$ cat config.mk
export PLATFORM = sky130hd
export DESIGN_NAME = char_stream_writer
export DESIGN_NICKNAME = d
export VERILOG_FILES = /design/src/rtl/char_stream_writer.sv
export SDC_FILE = /design/constraint.sdc
export NUM_CORES = 1
export LEC_CHECK = 0
export BUFFER_PORTS_ARGS = -buffer_cell sky130_fd_sc_hd__buf_2
export CAP_MARGIN = 20
export CORE_MARGIN = 4
export CORE_UTILIZATION = 56
export DETAILED_ROUTE_END_ITERATION = 8
export MAX_ROUTING_LAYER = met4
export PLACE_DENSITY = 0.88
export SLEW_MARGIN = 30
export SYNTH_ARGS = -nofsm -noshare
export SYNTH_HDL_FRONTEND = slang
export SYNTH_SLANG_ARGS = --single-unit
$ cat constraint.sdc
create_clock -name clk -period 3.18 [get_ports clk]
set_input_delay 0.636 -clock clk [delete_from_list [all_inputs] [get_ports clk]]
set_output_delay 0.636 -clock clk [all_outputs]
set_load 0.03 [all_outputs]
$ cat src/rtl/char_stream_writer.sv
// Character stream writer. It turns an ASCII byte stream into Avalon-MM writes to a
// COLS x ROWS character buffer. Optional backspace support is enabled by defining CSW_BACKSPACE_EN.
module char_stream_writer #(
  parameter int COLS   = 80,
  parameter int ROWS   = 60,
  parameter int X_BITS = 7
) (
  input  logic              clk,
  input  logic              reset,
  input  logic [7:0]        in_data,
  input  logic              in_valid,
  output logic              in_ready,
  input  logic              clear_start,
  output logic              busy,
  output logic [X_BITS-1:0] cursor_x,
  output logic [5:0]        cursor_y,
  output logic [X_BITS+5:0] m_address,
  output logic              m_chipselect,
  output logic              m_write,
  output logic              m_byteenable,
  output logic [7:0]        m_writedata,
  input  logic              m_waitrequest
);

  // state   | meaning
  // S_IDLE  | waiting for a character or a clear request
  // S_WRITE | single character write on the bus, held until m_waitrequest low
  // S_CLEAR | blanking every screen position in row-major order
  typedef enum logic [1:0] {S_IDLE, S_WRITE, S_CLEAR} state_t;

  localparam int Y_BITS = 6;
  localparam int CW     = $clog2(COLS * ROWS);
  localparam logic [X_BITS-1:0] LAST_X   = X_BITS'(COLS - 1);
  localparam logic [Y_BITS-1:0] LAST_Y   = Y_BITS'(ROWS - 1);
  localparam logic [X_BITS-1:0] ONE_X    = X_BITS'(1);
  localparam logic [Y_BITS-1:0] ONE_Y    = Y_BITS'(1);
  localparam logic [CW-1:0]     CLR_LAST = CW'(COLS * ROWS - 1);
  localparam logic [CW-1:0]     ONE_C    = CW'(1);

  state_t                  r_state;
  logic [X_BITS-1:0]       r_cx;
  logic [Y_BITS-1:0]       r_cy;
  logic [X_BITS+Y_BITS-1:0] r_addr;
  logic [7:0]              r_data;
  logic                    r_strobe;
  logic                    r_adv;
  logic [CW-1:0]           r_clr_left;

  logic                    w_xfer;
  logic                    w_printable;
  logic [X_BITS-1:0]       w_adv_x;
  logic [Y_BITS-1:0]       w_adv_y;
  logic [Y_BITS-1:0]       w_nl_y;

  assign in_ready     = (r_state == S_IDLE) && !clear_start && !reset;
  assign busy         = (r_state != S_IDLE);
  assign w_xfer       = in_valid && in_ready;
  assign w_printable  = (in_data >= 8'h20) && (in_data <= 8'h7E);

  assign cursor_x     = r_cx;
  assign cursor_y     = r_cy;
  assign m_address    = r_addr;
  assign m_writedata  = r_data;
  assign m_chipselect = r_strobe;
  assign m_write      = r_strobe;
  assign m_byteenable = r_strobe;

  assign w_nl_y = (r_cy == LAST_Y) ? '0 : r_cy + ONE_Y;

  always_comb begin
    w_adv_x = r_cx + ONE_X;
    w_adv_y = r_cy;
    if (r_cx == LAST_X) begin
      w_adv_x = '0;
      w_adv_y = w_nl_y;
    end
  end

`ifdef CSW_BACKSPACE_EN
  logic [X_BITS-1:0] w_back_x;
  logic [Y_BITS-1:0] w_back_y;

  // Backspace at the top-left corner stays put and still blanks (0,0).
  always_comb begin
    w_back_x = r_cx;
    w_back_y = r_cy;
    if (r_cx != '0) begin
      w_back_x = r_cx - ONE_X;
    end else if (r_cy != '0) begin
      w_back_x = LAST_X;
      w_back_y = r_cy - ONE_Y;
    end
  end
`endif

  always_ff @(posedge clk) begin
    if (reset) begin
      r_state    <= S_IDLE;
      r_cx       <= '0;
      r_cy       <= '0;
      r_addr     <= '0;
      r_data     <= '0;
      r_strobe   <= 1'b0;
      r_adv      <= 1'b0;
      r_clr_left <= '0;
    end else begin
      case (r_state)
        S_IDLE: begin
          if (clear_start) begin
            r_state    <= S_CLEAR;
            r_addr     <= '0;
            r_data     <= 8'h20;
            r_strobe   <= 1'b1;
            r_clr_left <= CLR_LAST;
          end else if (w_xfer) begin
            if (w_printable) begin
              r_state  <= S_WRITE;
              r_addr   <= {r_cy, r_cx};
              r_data   <= in_data;
              r_strobe <= 1'b1;
              r_adv    <= 1'b1;
            end else if (in_data == 8'h0A) begin
              r_cx <= '0;
              r_cy <= w_nl_y;
            end else if (in_data == 8'h0D) begin
              r_cx <= '0;
`ifdef CSW_BACKSPACE_EN
            end else if (in_data == 8'h08) begin
              r_cx     <= w_back_x;
              r_cy     <= w_back_y;
              r_addr   <= {w_back_y, w_back_x};
              r_data   <= 8'h20;
              r_strobe <= 1'b1;
              r_adv    <= 1'b0;
              r_state  <= S_WRITE;
`endif
            end
          end
        end
        S_WRITE: begin
          if (!m_waitrequest) begin
            r_state  <= S_IDLE;
            r_strobe <= 1'b0;
            if (r_adv) begin
              r_cx <= w_adv_x;
              r_cy <= w_adv_y;
            end
          end
        end
        S_CLEAR: begin
          // r_clr_left counts the writes still owed after the one on the bus.
          if (!m_waitrequest) begin
            if (r_clr_left == '0) begin
              r_state  <= S_IDLE;
              r_strobe <= 1'b0;
              r_cx     <= '0;
              r_cy     <= '0;
            end else begin
              r_clr_left <= r_clr_left - ONE_C;
              if (r_addr[X_BITS-1:0] == LAST_X) begin
                r_addr <= {r_addr[X_BITS+Y_BITS-1:X_BITS] + ONE_Y, {X_BITS{1'b0}}};
              end else begin
                r_addr[X_BITS-1:0] <= r_addr[X_BITS-1:0] + ONE_X;
              end
            end
          end
        end
        default: begin
          r_state  <= S_IDLE;
          r_strobe <= 1'b0;
        end
      endcase
    end
  end

endmodule

==> results.py <==
metrics = {
    "setup_path": {
        "cp_data_arrival_time_ns": 2.73,
        "max_stage_delay_ns": 0.53,
        "slowest_stage": "or4_1",
        "worstSetupPathType": "reg2reg",
        "start_kind": "flop",
        "r2r_end": "cursor_y[0]",
        "cp-end-kind": "flop",
        "required_ns": 3.42,
        "cp_cell_sequence": "inv_1 > ha_1 > or4b_1 > nor4b_4 > a22oi_2 > or4_1 > a21oi_1",
        "rrSetupSlack_ns": 0.69,
        "crit_start": "r_clr_left[0]",
        "reg2reg_depth": 7,
        "cp_max_fo": 9,
        "worstReg2RegStart": "r_clr_left[0]",
    },
    "place": {
        "place_ws_ns": 0.4540,
        "dp.cells": 451,
        "gp_congestion": 0.9014,
        "port_buffers": 51,
        "hpwl_um": 5349,
        "place_area_mm2": 0.003158,
    },
    "floorplan": {
        "ioPinCount": 52,
        "dieHeight_um": 79.38,
        "die_area_mm2": 0.006300,
        "rows": 25,
        "start_util_pct": 59.22,
        "core-area_mm2": 0.004817,
        "die_x_um": 79.38,
    },
    "timing": {
        "setup_tns_ns": 0,
        "layout_setup_ws_ns": 0.6851,
        "fin_crit_ns": 2.495,
        "setup_viol": 0,
        "relSlewSlack_pct": 51.01,
        "fin_skew_ns": 0.007162,
        "whs_ns": 0.4678,
        "finalHoldViolCount": 0,
        "maxSlewViolCount": 0,
        "worst_pin_slew_ns": 0.7334,
        "finalCritPeriodShare_pct": 78.46,
        "rsz0062_at_grt": "false",
        "timing.fmax_ghz": 0.4008,
    },
    "cells_and_area": {
        "final_cells": 458,
        "drive_above_1_share_pct": 19.18,
        "fin_area_mm2": 0.003246,
        "nets": 410,
        "diodes": 0,
        "fill_cells": 453,
        "layout_common_cells": "51 x dfxtp_1, 51 x buf_2, 30 x nor2_1",
        "syn_to_final_growth_pct": 13.77,
    },
    "clock_tree": {
        "root_buffer": "clkbuf_8",
        "clkTransAtPathRegs_ns": 0.09,
        "clk_latency_ns": 0.31,
        "htree_levels": 2,
        "cts_tree": "yes",
        "post_cts_buffers": 0,
        "ctsHoldBuffers": 0,
        "cts_sinks": 51,
        "clock_path_buffers": 2,
        "cts_inserted_buffers": 5,
        "post_cts_resize_count": 0,
    },
    "worst_hold_path": {
        "hp-class": "reg2reg",
        "hold_end": "m_writedata[7]",
        "hold_path.startpoint": "m_writedata[7]",
        "hold_depth": 1,
    },
    "synth": {
        "ys_ff_latch": 51,
        "syn_nets": 366,
        "syn_area_per_cell_um2": 8.221,
        "netlist-cell-type-count": 60,
        "ys_seq_area_share_pct": 35.79,
        "synth_cells": 347,
        "synth-async-reset-ratio_pct": 0,
        "synth_warnings": 0,
        "synth-main-ff-cell": "dfxtp_1",
        "synth_area_mm2": 0.002853,
        "synth_edf_count": 0,
    },
    "detailed_routing": {
        "routedWlPerCell_um": 16.24,
        "viasPerCell": 6.343,
        "wl_um": 7440,
        "via_count": 2905,
        "drt_iter0_markers": 221,
        "postRouteAntennaNets": 0,
        "drc": 0,
        "first_pass_iters": 7,
    },
    "grt": {
        "gr-total-overflow": 0,
        "antenna_found_initial": 0,
        "grt_max_degree": 39,
        "grt_pass1_vias": 2678,
        "grt_pass1_wl_um": 12600,
        "grt.total_usage_pct": 25.32,
    },
    "power_and_ir_drop": {
        "leakagePower_nw": 1.285,
        "ir_drop_mv": 0.2785,
        "p_per_area_mw_per_mm2": 428.5,
    },
    "flow_run": {
        "drv_cap": 0,
    },
    "run_status": {
        "outcome": "finished, final reports clean",
    },
}
==> where the power goes <==
group,internal [W],switching [W],leakage (nW)
registers,0.000671,0.0000395,0.416
clock network,0.000171,0.000211,0.0470
logic,0.000110,0.000188,0.822
total,0.000952,0.000438,1.29
==> cell type report <==
class	instances	area (um^2)	share of cell area, %
tap	67	83.83	2.583
clock inverter	1	5.005	0.1542
clock buffer	6	82.58	2.544
multi-input combinational	264	1704	52.51
inverter	11	41.29	1.272
sequential	51	1021	31.46
timing repair buffer	58	307.8	9.483
==> synthesized netlist by cell type (10+ instances only) <==
| master | number | area (um^2) |
|---|---|---|
| a211oi_1 | 11 | 82.58 |
| a21oi_1 | 27 | 135.1 |
| a31oi_1 | 11 | 68.82 |
| clkbuf_1 | 18 | 67.56 |
| dfxtp_1 | 51 | 1021 |
| inv_1 | 10 | 37.54 |
| nand2_1 | 22 | 82.58 |
| nand3_1 | 19 | 95.09 |
| nor2_1 | 30 | 112.6 |
| nor3_1 | 14 | 70.07 |
| o21ai_0 | 12 | 60.06 |
| xor2_1 | 10 | 87.58 |
==> routing by layer <==
metal | wire length [um] | part of all wire (%) | global-route usage [%]
met1 | 3203 | 43 | 32.68
met2 | 3441 | 46 | 39.90
met3 | 637 | 8.6 | 4.176
met4 | 159 | 2.1 | 9.794
met5 | 0 | 0 | -
==> stage by stage <==
step / power [W] / utilization (%)
after floorplan: 0.0009426 / -
after global placement: 0.001011 / 65.56
after detailed placement: 0.001019 / 65.56
after CTS: 0.001396 / 67.38
after global routing: 0.001464 / 67.38
final: 0.001391 / 67.38
==> critical path, delay by kind of cell, from the launching register on <==
| family | cells | cell delay, ns |
|---|---|---|
| buf+inv | 1 | 0.09 |
| fa+ha+maj | 1 | 0.15 |
| compound gates | 2 | 0.37 |
| simple gates | 3 | 1.46 |
| flops | 1 | 0.35 |
==> flip-flops by register name, indices dropped and copies added (netlist names) <==
| name | count |
|---|---|
| m_address | 13 |
| r_clr_left | 13 |
| m_writedata | 8 |
| cursor_x | 7 |
| cursor_y | 6 |
| r_state | 2 |
| m_byteenable | 1 |
| r_adv | 1 |
==> logic make-up (layout without fill, tap and decap cells) <==
group	count (synthesis)	count (layout)	synth area share, %
simple gates	133	133	25.31
compound gates	112	112	27.76
flops	51	51	35.79
buf+inv	32	76	4.473
xor+xnor	12	12	3.684
fa+ha+maj	6	6	2.632
mux	1	1	0.3509
==> worst max-delay path by stage <==
| stage | slack [ns] | cells after the start | to |
|---|---|---|---|
| CTS | 0.71 | 7 | cursor_y[0] |
| global placement | 0.50 | 6 | cursor_y[0] |
| global route | 0.57 | 7 | cursor_y[0] |
| detailed placement | 0.45 | 6 | cursor_y[0] |
| finish | 0.69 | 7 | cursor_y[0] |
| floorplan | 0.78 | 5 | cursor_y[0] |
No activity file was read; power rests on OpenSTA's default activity.
